**config.mk**
```make
export PLATFORM = sky130hd
export DESIGN_NAME = sram_rr_arbiter_flat
export DESIGN_NICKNAME = d
export VERILOG_FILES = /design/src/rtl/sram_rr_arbiter_pkg.sv /design/src/rtl/sram_rr_arbiter_if.sv /design/src/rtl/sram_rr_arbiter_prio_sel.sv /design/src/rtl/sram_rr_arbiter.sv /design/src/flat_wrapper.sv
export SDC_FILE = /design/constraint.sdc
export NUM_CORES = 1
export LEC_CHECK = 0
export CAP_MARGIN = 20
export CORE_AREA = 2 2 103 105
export DETAILED_ROUTE_END_ITERATION = 12
export DIE_AREA = 0 0 105 107
export PLACE_DENSITY = 0.83
export SLEW_MARGIN = 30
export SYNTH_ARGS = -nofsm -noshare
export SYNTH_HDL_FRONTEND = slang
export SYNTH_HIERARCHICAL = 1
export SYNTH_SLANG_ARGS = --single-unit
```
**constraint.sdc**
```tcl
create_clock -name clk_i -period 10.35 [get_ports clk_i]
set_input_delay 1.035 -clock clk_i [delete_from_list [all_inputs] [get_ports clk_i]]
set_output_delay 1.035 -clock clk_i [all_outputs]
set_load 0.02 [all_outputs]
```
**src/rtl/sram_rr_arbiter_pkg.sv**
```systemverilog
// Shared types and helpers for the round-robin SRAM arbiter.
package sram_arb_pkg;

   localparam int unsigned MAX_REQ = 8;
   localparam int unsigned ID_W    = $clog2(MAX_REQ);

   typedef struct packed {
      logic            valid;
      logic [ID_W-1:0] id;
      logic            err;
   } resp_t;

   // Pointer after a grant to k; an out-of-range k leaves the pointer where it was.
   function automatic logic [ID_W-1:0] rr_next(input logic [ID_W-1:0] ptr,
                                                input logic [ID_W-1:0] k,
                                                input int unsigned     n);
      int unsigned nxt;
      if (32'(k) >= n) return ptr;
      nxt = 32'(k) + 32'd1;
      if (nxt >= n) return '0;
      return nxt[ID_W-1:0];
   endfunction

endpackage

```
**src/rtl/sram_rr_arbiter_if.sv**
```systemverilog
// Requester-side bus of the SRAM arbiter: packed per-requester request fields and shared response.
interface sram_rr_arbiter_if #(
   parameter int unsigned NUM_REQ    = 3,
   parameter int unsigned DATA_WIDTH = 32,
   parameter int unsigned ADDR_WIDTH = 10
);
   localparam int unsigned BE_WIDTH = (DATA_WIDTH + 7) / 8;

   logic [NUM_REQ-1:0]            req_i;
   logic [NUM_REQ-1:0]            we_i;
   logic [NUM_REQ*ADDR_WIDTH-1:0] addr_i;
   logic [NUM_REQ*DATA_WIDTH-1:0] wdata_i;
   logic [NUM_REQ*BE_WIDTH-1:0]   be_i;
   logic [NUM_REQ-1:0]            gnt_o;
   logic [NUM_REQ-1:0]            rvalid_o;
   logic [DATA_WIDTH-1:0]         rdata_o;
   logic                          err_o;

   modport master (
      output req_i, we_i, addr_i, wdata_i, be_i,
      input  gnt_o, rvalid_o, rdata_o, err_o
   );

   modport slave (
      input  req_i, we_i, addr_i, wdata_i, be_i,
      output gnt_o, rvalid_o, rdata_o, err_o
   );

endinterface

```
**src/rtl/sram_rr_arbiter_prio_sel.sv**
```systemverilog
// Combinational round-robin picker: first set request at or after ptr, wrapping modulo NUM_REQ.
module rr_prio_sel
   import sram_arb_pkg::*;
#(
   parameter int unsigned NUM_REQ = 3
) (
   input  logic [NUM_REQ-1:0] req_i,
   input  logic [ID_W-1:0]    ptr_i,
   output logic [NUM_REQ-1:0] gnt_o,
   output logic [ID_W-1:0]    idx_o,
   output logic               valid_o
);

   always_comb begin
      gnt_o   = '0;
      idx_o   = '0;
      valid_o = 1'b0;
      for (int unsigned off = 0; off < NUM_REQ; off++) begin
         for (int unsigned k = 0; k < NUM_REQ; k++) begin
            if (!valid_o && req_i[k] && (k == (32'(ptr_i) + off) % NUM_REQ)) begin
               valid_o  = 1'b1;
               gnt_o[k] = 1'b1;
               idx_o    = ID_W'(k);
            end
         end
      end
   end

endmodule

```
**src/rtl/sram_rr_arbiter.sv**
```systemverilog
// Round-robin arbiter sharing one single-port SRAM between NUM_REQ requesters,
// with write protection for non-exempt requesters and in-order one-cycle responses.
module sram_rr_arbiter
   import sram_arb_pkg::*;
#(
   parameter int unsigned        NUM_REQ    = 3,
   parameter int unsigned        DATA_WIDTH = 32,
   parameter int unsigned        NUM_WORDS  = 1024,
   parameter logic [NUM_REQ-1:0] WP_EXEMPT  = 3'b100,
   localparam int unsigned       ADDR_WIDTH = $clog2(NUM_WORDS),
   localparam int unsigned       BE_WIDTH   = (DATA_WIDTH + 7) / 8
) (
   input  logic                  clk_i,
   input  logic                  rst_i,
   sram_rr_arbiter_if.slave      bus,
   input  logic                  wp_i,
   output logic                  mem_req_o,
   output logic                  mem_we_o,
   output logic [ADDR_WIDTH-1:0] mem_addr_o,
   output logic [DATA_WIDTH-1:0] mem_wdata_o,
   output logic [BE_WIDTH-1:0]   mem_be_o,
   input  logic [DATA_WIDTH-1:0] mem_rdata_i
);

   logic [ID_W-1:0]    ptr_q;
   resp_t              resp_q;
   logic [NUM_REQ-1:0] req_live;
   logic [NUM_REQ-1:0] gnt;
   logic [ID_W-1:0]    win;
   logic               any_gnt;
   logic               win_we;
   logic               win_exempt;
   logic               blocked;

   assign req_live = rst_i ? '0 : bus.req_i;

   rr_prio_sel #(
      .NUM_REQ (NUM_REQ)
   ) u_prio_sel (
      .req_i   (req_live),
      .ptr_i   (ptr_q),
      .gnt_o   (gnt),
      .idx_o   (win),
      .valid_o (any_gnt)
   );

   always_comb begin
      win_we      = 1'b0;
      win_exempt  = 1'b0;
      mem_addr_o  = '0;
      mem_wdata_o = '0;
      mem_be_o    = '0;
      for (int unsigned k = 0; k < NUM_REQ; k++) begin
         if (gnt[k]) begin
            win_we      = bus.we_i[k];
            win_exempt  = WP_EXEMPT[k];
            mem_addr_o  = bus.addr_i[k*ADDR_WIDTH +: ADDR_WIDTH];
            mem_wdata_o = bus.wdata_i[k*DATA_WIDTH +: DATA_WIDTH];
            mem_be_o    = bus.be_i[k*BE_WIDTH +: BE_WIDTH];
         end
      end
   end

   // A protected write is still granted and answered, but never reaches the macro.
   assign blocked   = any_gnt & win_we & wp_i & ~win_exempt;
   assign mem_req_o = any_gnt & ~blocked;
   assign mem_we_o  = win_we;

   always_ff @(posedge clk_i) begin
      if (rst_i) begin
         ptr_q  <= '0;
         resp_q <= '0;
      end else begin
         if (any_gnt) ptr_q <= rr_next(ptr_q, win, NUM_REQ);
         resp_q <= '{valid: any_gnt, id: win, err: blocked};
      end
   end

   // Masking with rst_i drops a reply already registered when reset arrives.
   always_comb begin
      bus.rvalid_o = '0;
      for (int unsigned k = 0; k < NUM_REQ; k++) begin
         bus.rvalid_o[k] = resp_q.valid & ~rst_i & (resp_q.id == ID_W'(k));
      end
   end

   assign bus.gnt_o   = gnt;
   assign bus.err_o   = resp_q.valid & resp_q.err & ~rst_i;
   assign bus.rdata_o = mem_rdata_i;

endmodule

```
**src/flat_wrapper.sv**
```systemverilog
// flat-port wrapper written by rule: the top's interface ports become plain ports
module sram_rr_arbiter_flat import sram_arb_pkg::*;
#(
   parameter int unsigned        NUM_REQ    = 3,
   parameter int unsigned        DATA_WIDTH = 32,
   parameter int unsigned        NUM_WORDS  = 1024,
   parameter logic [NUM_REQ-1:0] WP_EXEMPT  = 3'b100,
   localparam int unsigned       ADDR_WIDTH = $clog2(NUM_WORDS),
   localparam int unsigned       BE_WIDTH   = (DATA_WIDTH + 7) / 8
)
  (clk_i, rst_i, wp_i, mem_req_o, mem_we_o, mem_addr_o, mem_wdata_o, mem_be_o, mem_rdata_i, bus_req_i, bus_we_i, bus_addr_i, bus_wdata_i, bus_be_i, bus_gnt_o, bus_rvalid_o, bus_rdata_o, bus_err_o);
  sram_rr_arbiter_if #(.NUM_REQ(NUM_REQ), .DATA_WIDTH(DATA_WIDTH), .ADDR_WIDTH((10))) bus_i ();
  input  logic clk_i;
  input  logic rst_i;
  input  logic wp_i;
  output logic mem_req_o;
  output logic mem_we_o;
  output logic [ADDR_WIDTH-1:0] mem_addr_o;
  output logic [DATA_WIDTH-1:0] mem_wdata_o;
  output logic [BE_WIDTH-1:0] mem_be_o;
  input  logic [DATA_WIDTH-1:0] mem_rdata_i;
  input wire logic [$bits(bus_i.req_i)-1:0] bus_req_i;
  input wire logic [$bits(bus_i.we_i)-1:0] bus_we_i;
  input wire logic [$bits(bus_i.addr_i)-1:0] bus_addr_i;
  input wire logic [$bits(bus_i.wdata_i)-1:0] bus_wdata_i;
  input wire logic [$bits(bus_i.be_i)-1:0] bus_be_i;
  output wire logic [$bits(bus_i.gnt_o)-1:0] bus_gnt_o;
  output wire logic [$bits(bus_i.rvalid_o)-1:0] bus_rvalid_o;
  output wire logic [$bits(bus_i.rdata_o)-1:0] bus_rdata_o;
  output wire logic [$bits(bus_i.err_o)-1:0] bus_err_o;
  assign bus_i.req_i = bus_req_i;
  assign bus_i.we_i = bus_we_i;
  assign bus_i.addr_i = bus_addr_i;
  assign bus_i.wdata_i = bus_wdata_i;
  assign bus_i.be_i = bus_be_i;
  assign bus_gnt_o = bus_i.gnt_o;
  assign bus_rvalid_o = bus_i.rvalid_o;
  assign bus_rdata_o = bus_i.rdata_o;
  assign bus_err_o = bus_i.err_o;
  sram_rr_arbiter #(.NUM_REQ(NUM_REQ), .DATA_WIDTH(DATA_WIDTH), .NUM_WORDS(NUM_WORDS), .WP_EXEMPT(WP_EXEMPT)) u_core (.clk_i(clk_i), .rst_i(rst_i), .bus(bus_i), .wp_i(wp_i), .mem_req_o(mem_req_o), .mem_we_o(mem_we_o), .mem_addr_o(mem_addr_o), .mem_wdata_o(mem_wdata_o), .mem_be_o(mem_be_o), .mem_rdata_i(mem_rdata_i));
endmodule
```
==> impl_metrics.json, run 1 <==
{
  "syn2layout_area_growth_pct": 69.4,
  "layout-drive-gt1-share_pct": 5.44,
  "avgSynthCellArea_um2": 6.77,
  "critPathLaunch": "u_core/ptr_q[0]$_SDFFE_PP0P_",
  "clk-insertion-delay-late_ns": 0.22,
  "pin_count": 266,
  "drt_wl_total_mm": 12.7,
  "hold_ws_ns": 0.689,
  "drt-pass1-iter-count": 5,
  "gp_congestion": 0.932,
  "end_kind": "primary output",
  "final_cell_area_um2": 4610,
  "wl_met1_mm": 4.93,
  "grt_pass1_wl_mm": 18.7,
  "place_ws_ns": 2.24,
  "cts_sinks": 8,
  "fmax_mhz": 120,
  "p_per_area_nw_per_um2": 449,
  "setup_ws_ns": 2.04,
  "rsz0062_at_grt": "no",
  "clockBufferDepth": 2,
  "die-area_um2": 11200,
  "viasPerCell": 5.32,
  "reg2reg_slack_ns": 3.95,
  "synth_area_um2": 2720,
  "slew_violations": 0,
  "path_class": "reg2out",
  "yosysWarnings": 6,
  "final.period_utilization_pct": 80.3,
  "mostFrequentLayoutCell": "clkdlybuf4s50_1",
  "setup.worst_path.end": "mem_be_o[1]",
  "postCtsResizedCells": 0,
  "final_util_pct": 45.7,
  "synth-main-ff-cell": "dfxtp_1",
  "reg2reg_to": "u_core/resp_q[0]$_SDFF_PP0_",
  "placed_cell_area_um2": 4570,
  "nNetsFinal": 753,
  "rows": 37,
  "crit_fanout": 51,
  "hold_violations": 0,
  "dpl.hpwl_mm": 10.7,
  "grt_pass1_vias": 3535,
  "antenna_found_initial": 0,
  "holdBufCountCts": 0,
  "rr_startpoint": "u_core/ptr_q[0]$_SDFFE_PP0P_",
  "overflow": 0,
  "drtIter0Drc": 246,
  "ys_seq_area_share_pct": 5.88,
  "drcViolationCount": 0,
  "power_leakage_nw": 1.66,
  "hold_class": "reg2reg",
  "synth-edff-count": 0,
  "grt_max_degree": 66,
  "cp.arrival_ns": 7.27,
  "clockRootBuffer": "clkbuf_8",
  "die_w_um": 105,
  "fin_skew_ns": 0.00636,
  "grt_usage_pct": 20.9,
  "ant_nets": 0,
  "top_layer_used": "met4",
  "crit_required_ns": 9.32,
  "period_needed_ns": 8.31,
  "wl_met3_mm": 1.38,
  "cts_buffers": 3,
  "path_clk_slew_ns": 0.04,
  "dr_wl_met2_mm": 5.98,
  "drv_cap": 0,
  "setup_violations": 0,
  "wl_per_cell_um": 18.5,
  "core-area_um2": 10100,
  "netlist_instances": 402,
  "start_kind": "register",
  "setup_tns_ns": 0,
  "post_cts_buffers": 0,
  "port_buffers": 201,
  "worst_pin_slew_ns": 0.884,
  "synth_cell_types": 67,
  "slew_headroom_pct": 40.9,
  "status": "completed",
  "initial_core_util_pct": 27.0,
  "syn_nets": 602,
  "synth-async-reset-ratio_pct": 0,
  "layout_common_cells": "clkdlybuf4s50_1, nand2_1, o21ai_0",
  "peakVddDrop_v": 0.000240,
  "ff2ff_path_depth": 20,
  "num_vias": 3653,
  "cts_tree": "built",
  "cts_max_level": 1,
  "antenna_cells": 0,
  "ys_ff_latch": 8,
  "die_y_um": 107
}
flip-flops by register name (all words and copies together), names as in the netlist:
signal,flops
u_core/resp_q,5
u_core/ptr_q,3
report_power, final:
part           internal, mW  switching, mW
logic                 0.812           1.16
clock network        0.0251         0.0113
registers            0.0418         0.0228
worst min-delay path by stage:
stage | start | slack [ns] | endpoint | cells after the start
after global placement | u_core/ptr_q[1]$_SDFFE_PP0P_ | 0.68 | u_core/ptr_q[1]$_SDFFE_PP0P_ | 2
after CTS | u_core/ptr_q[1]$_SDFFE_PP0P_ | 0.69 | u_core/ptr_q[1]$_SDFFE_PP0P_ | 2
after global routing | u_core/ptr_q[1]$_SDFFE_PP0P_ | 0.74 | u_core/ptr_q[1]$_SDFFE_PP0P_ | 2
final | u_core/ptr_q[1]$_SDFFE_PP0P_ | 0.69 | u_core/ptr_q[1]$_SDFFE_PP0P_ | 2
after floorplan | u_core/ptr_q[0]$_SDFFE_PP0P_ | 0.54 | u_core/ptr_q[0]$_SDFFE_PP0P_ | 2
after detailed placement | u_core/ptr_q[1]$_SDFFE_PP0P_ | 0.69 | u_core/ptr_q[1]$_SDFFE_PP0P_ | 2
worst max-delay path, stage by stage (launching register included):
cell             delay [ns]
dfxtp_1                0.84
ha_1                   0.33
xnor2_1                0.30
nor2_1                 0.12
ha_1                   0.26
ha_1                   0.32
a21oi_1                0.35
a21boi_1               0.24
o22ai_2                0.13
inv_2                  0.08
ha_1                   0.32
a21oi_2                0.10
a311oi_1               0.30
a41oi_1                0.10
a2111oi_2              0.47
o21a_2                 0.27
o41ai_2                0.09
buf_4                  0.31
nor2b_4                0.76
a22oi_1                0.15
o21ai_0                0.45
clkdlybuf4s50_1        0.72
cell type report:
class                           count  area, um2
Inverter                           24       90.1
Clock buffer                        3       41.3
Sequential cell                     8        160
Fill cell                        1033       5480
Multi-Input combinational cell    311       2110
Timing Repair Buffer              205       2040
Tap cell                          136        170
stage by stage:
step                cells  power (mW)
floorplan             402        1.21
global placement      684        1.98
detailed placement    684        2.02
CTS                   687        2.06
global route          687        2.22
finish                687        2.07
synth_stat cells, drive strengths merged, types with 4 or more instances:
cell type  count  area share [%]
nor2          10             1.4
a21oi         15             3.3
clkbuf        12             1.7
o41ai          4             1.3
nor2b          8             1.8
ha            21             9.7
o211ai         6             1.7
nand3         10             1.8
xnor2          5             1.6
dfxtp          8             5.9
inv           24             3.3
and3           5             1.1
a22oi         45              12
a31oi          8             2.1
o21ai         53             9.7
nand2         55             7.7
buf           47              12
nand2b         6             1.4
logic make-up after synthesis:
family	count (synthesis)	share of synthesized area, %
mux	5	1.93
buf+inv	83	17.5
simple gates	117	22.2
fa+ha+maj	21	9.65
xor+xnor	7	2.25
compound gates	160	40.5
other cells	1	0.138
flops	8	5.88
metal layers:
metal	track usage, %	vias to the layer above
met3	7.11	28
li1	-	1741
met1	25.2	1685
met2	34.7	199
met4	7.52	0
met5	0	-
Note: power is estimated with default switching activity, not from simulation.
==> run 2: changes to the inputs <==
- clock period: 10.35 -> 7.95 ns (I/O delays scaled with it)
==> run 2 against run 1 <==
Power increased by 31%. Sequential cell count unchanged. Sequential share of layout area about the same. Cell count increased by 0.15%. Sequential power increased by 22%. Die area unchanged. Worst setup slack got worse by 1.5 ns. Critical endpoint unchanged. Clock skew decreased by 0.0015 ns. Via count decreased by 0.68%. Design area increased by 0.43%. Register-to-register slack got worse by 1.7 ns. Largest power group unchanged. Combinational power increased by 31%.
==> impl_metrics.json, run 2 (synthesized netlist as in run 1, its figures left out) <==
{
  "dpl.hpwl_mm": 10.3,
  "wl_per_cell_um": 17.6,
  "combPwrFrac_pct": 95.3,
  "grt_usage_pct": 19.8,
  "peakVddDrop_v": 0.000340,
  "critPathTopFamily": "compound AO/OA/AOI/OAI gates",
  "period_needed_ns": 7.37,
  "slowest_stage": "clkdlybuf4s50_1",
  "drtIter0Drc": 314,
  "nNetsFinal": 754,
  "ant_nets": 0,
  "drt-pass1-iter-count": 5,
  "crit_required_ns": 7.15,
  "post_cts_buffers": 0,
  "syn2layout_area_growth_pct": 70.2,
  "layout-drive-gt1-share_pct": 5.62,
  "fmax_mhz": 136,
  "clockPowerShare_pct": 1.8,
  "setup_tns_ns": 0,
  "clockBufferDepth": 2,
  "p_per_area_nw_per_um2": 584,
  "pin_count": 266,
  "postCtsResizedCells": 0,
  "core-area_um2": 10100,
  "cp.arrival_ns": 6.57,
  "path_class": "reg2out",
  "grt_max_degree": 97,
  "gp_congestion": 0.889,
  "worst_pin_slew_ns": 0.785,
  "cpPeakStageDelay_ns": 0.75,
  "internal-power_mw": 1.15,
  "power_leakage_nw": 1.67,
  "clk-insertion-delay-late_ns": 0.23,
  "drv_cap": 0,
  "antenna_cells": 0,
  "setup_violations": 0,
  "status": "completed",
  "total_power_mw": 2.70,
  "reg2reg_slack_ns": 2.23,
  "start_kind": "register",
  "final_util_pct": 45.9,
  "num_vias": 3628,
  "hold_class": "reg2reg",
  "reg.largest.list": "u_core/resp_q x5, u_core/ptr_q x3",
  "grt_pass1_vias": 3418,
  "path_clk_slew_ns": 0.04,
  "fin_skew_ns": 0.00489,
  "die_y_um": 107,
  "overflow": 0,
  "crit_fanout": 45,
  "mostFrequentLayoutCell": "clkdlybuf4s50_1",
  "rows": 37,
  "cts_sinks": 8,
  "hold_violations": 0,
  "fill_cells": 1028,
  "slew_headroom_pct": 47.0,
  "antenna_found_initial": 0,
  "layout_common_cells": "clkdlybuf4s50_1, nand2_1, o21ai_0",
  "path_buf_inv": 3,
  "p_switching_mw": 1.55,
  "end_kind": "primary output",
  "drcViolationCount": 0,
  "rsz0062_at_grt": "no",
  "initial_core_util_pct": 27.0,
  "slew_violations": 0,
  "grt_pass1_wl_mm": 17.8,
  "cts_buffers": 3,
  "crit_path_frequent_cell": "ha_1",
  "viasPerCell": 5.27,
  "drt_wl_total_mm": 12.1,
  "port_buffers": 201,
  "crit_path_cell_trace": "ha_1 > xnor2_1 > nor2_1 > ha_1 > ha_1 > a21oi_1 > a21boi_1 > o22ai_2 > inv_2 > ha_1 > nand3b_1 > o211ai_1 > a21o_1 > and3_1 > a211oi_2 > o21a_2 > o31ai_1 > nor2b_4 > buf_4 > a22oi_1 > o21ai_0 > clkdlybuf4s50_1",
  "holdBufCountCts": 0,
  "regMostFlops": "u_core/resp_q",
  "pwr-share-seq_pct": 2.9,
  "cts_max_level": 1,
  "largest_reg_flops": 5,
  "die-area_um2": 11200,
  "cts_tree": "built",
  "final.period_utilization_pct": 92.7,
  "clockRootBuffer": "clkbuf_8",
  "die_w_um": 105,
  "p_sw_share_pct": 57.3
}
## run 2: cell type report
cell class / count / area [um2] / share of cell area (%)
clock buffer: 3 / 41.3 / 0.891
inverter: 24 / 90.1 / 1.94
multi-input combinational: 311 / 2110 / 45.5
sequential: 8 / 160 / 3.46
tap: 136 / 170 / 3.67
timing repair buffer: 206 / 2060 / 44.5
## run 2: worst register-to-register path: stages (launching register included)
cell and delay, ns:
dfxtp_1 0.45, ha_1 0.30, xnor2_1 0.49, nor2_1 0.11, ha_1 0.25, ha_1 0.32
a21oi_1 0.35, a21boi_1 0.24, o22ai_2 0.14, inv_2 0.09, ha_1 0.30, a21oi_2 0.10
a311oi_1 0.23, a41oi_1 0.09, a2111oi_2 0.44, o21a_2 0.27, o41ai_1 0.17, ha_1 0.26
ha_1 0.17, or3b_1 0.36, or2_1 0.26, o32ai_1 0.24
## run 2: worst paths after layout
path                                 from                      endpoint  cells past startpoint
min reg2reg  u_core/ptr_q[1]$_SDFFE_PP0P_  u_core/ptr_q[1]$_SDFFE_PP0P_                      2
max          u_core/ptr_q[1]$_SDFFE_PP0P_                   mem_be_o[1]                     22
min          u_core/ptr_q[1]$_SDFFE_PP0P_  u_core/ptr_q[1]$_SDFFE_PP0P_                      2
max reg2reg  u_core/ptr_q[1]$_SDFFE_PP0P_  u_core/ptr_q[2]$_SDFFE_PP0P_                     21
## run 2: metrics by stage
stage	hold slack, ns	setup slack (ns)	cells	cell area [um2]
2_1_floorplan	0.539	1.55	402	2720
3_3_place_gp	0.664	0.956	685	4590
3_5_place_dp	0.678	0.893	685	4590
4_1_cts	0.694	0.640	688	4630
5_1_grt	0.745	0.0963	688	4630
6_report	0.698	0.581	688	4630
## run 2: routing by layer
layer  track usage (%)  wire, um  up-vias
met5                 0         0        -
met3              3.47       996       18
met4              3.33       216        0
li1                  -         -     1742
met1              24.4      4840     1653
met2              36.5      6050      215
## run 2: power by group through the flow
stage / clock network [mW] / logic, mW / registers (mW)
finish: 0.0492 / 2.58 / 0.0784
global route: 0.0521 / 2.76 / 0.0818
CTS: 0.0496 / 2.58 / 0.0778
detailed placement: 0 / 2.57 / 0.0782
global placement: 0 / 2.53 / 0.0764
floorplan: 0 / 1.50 / 0.0722
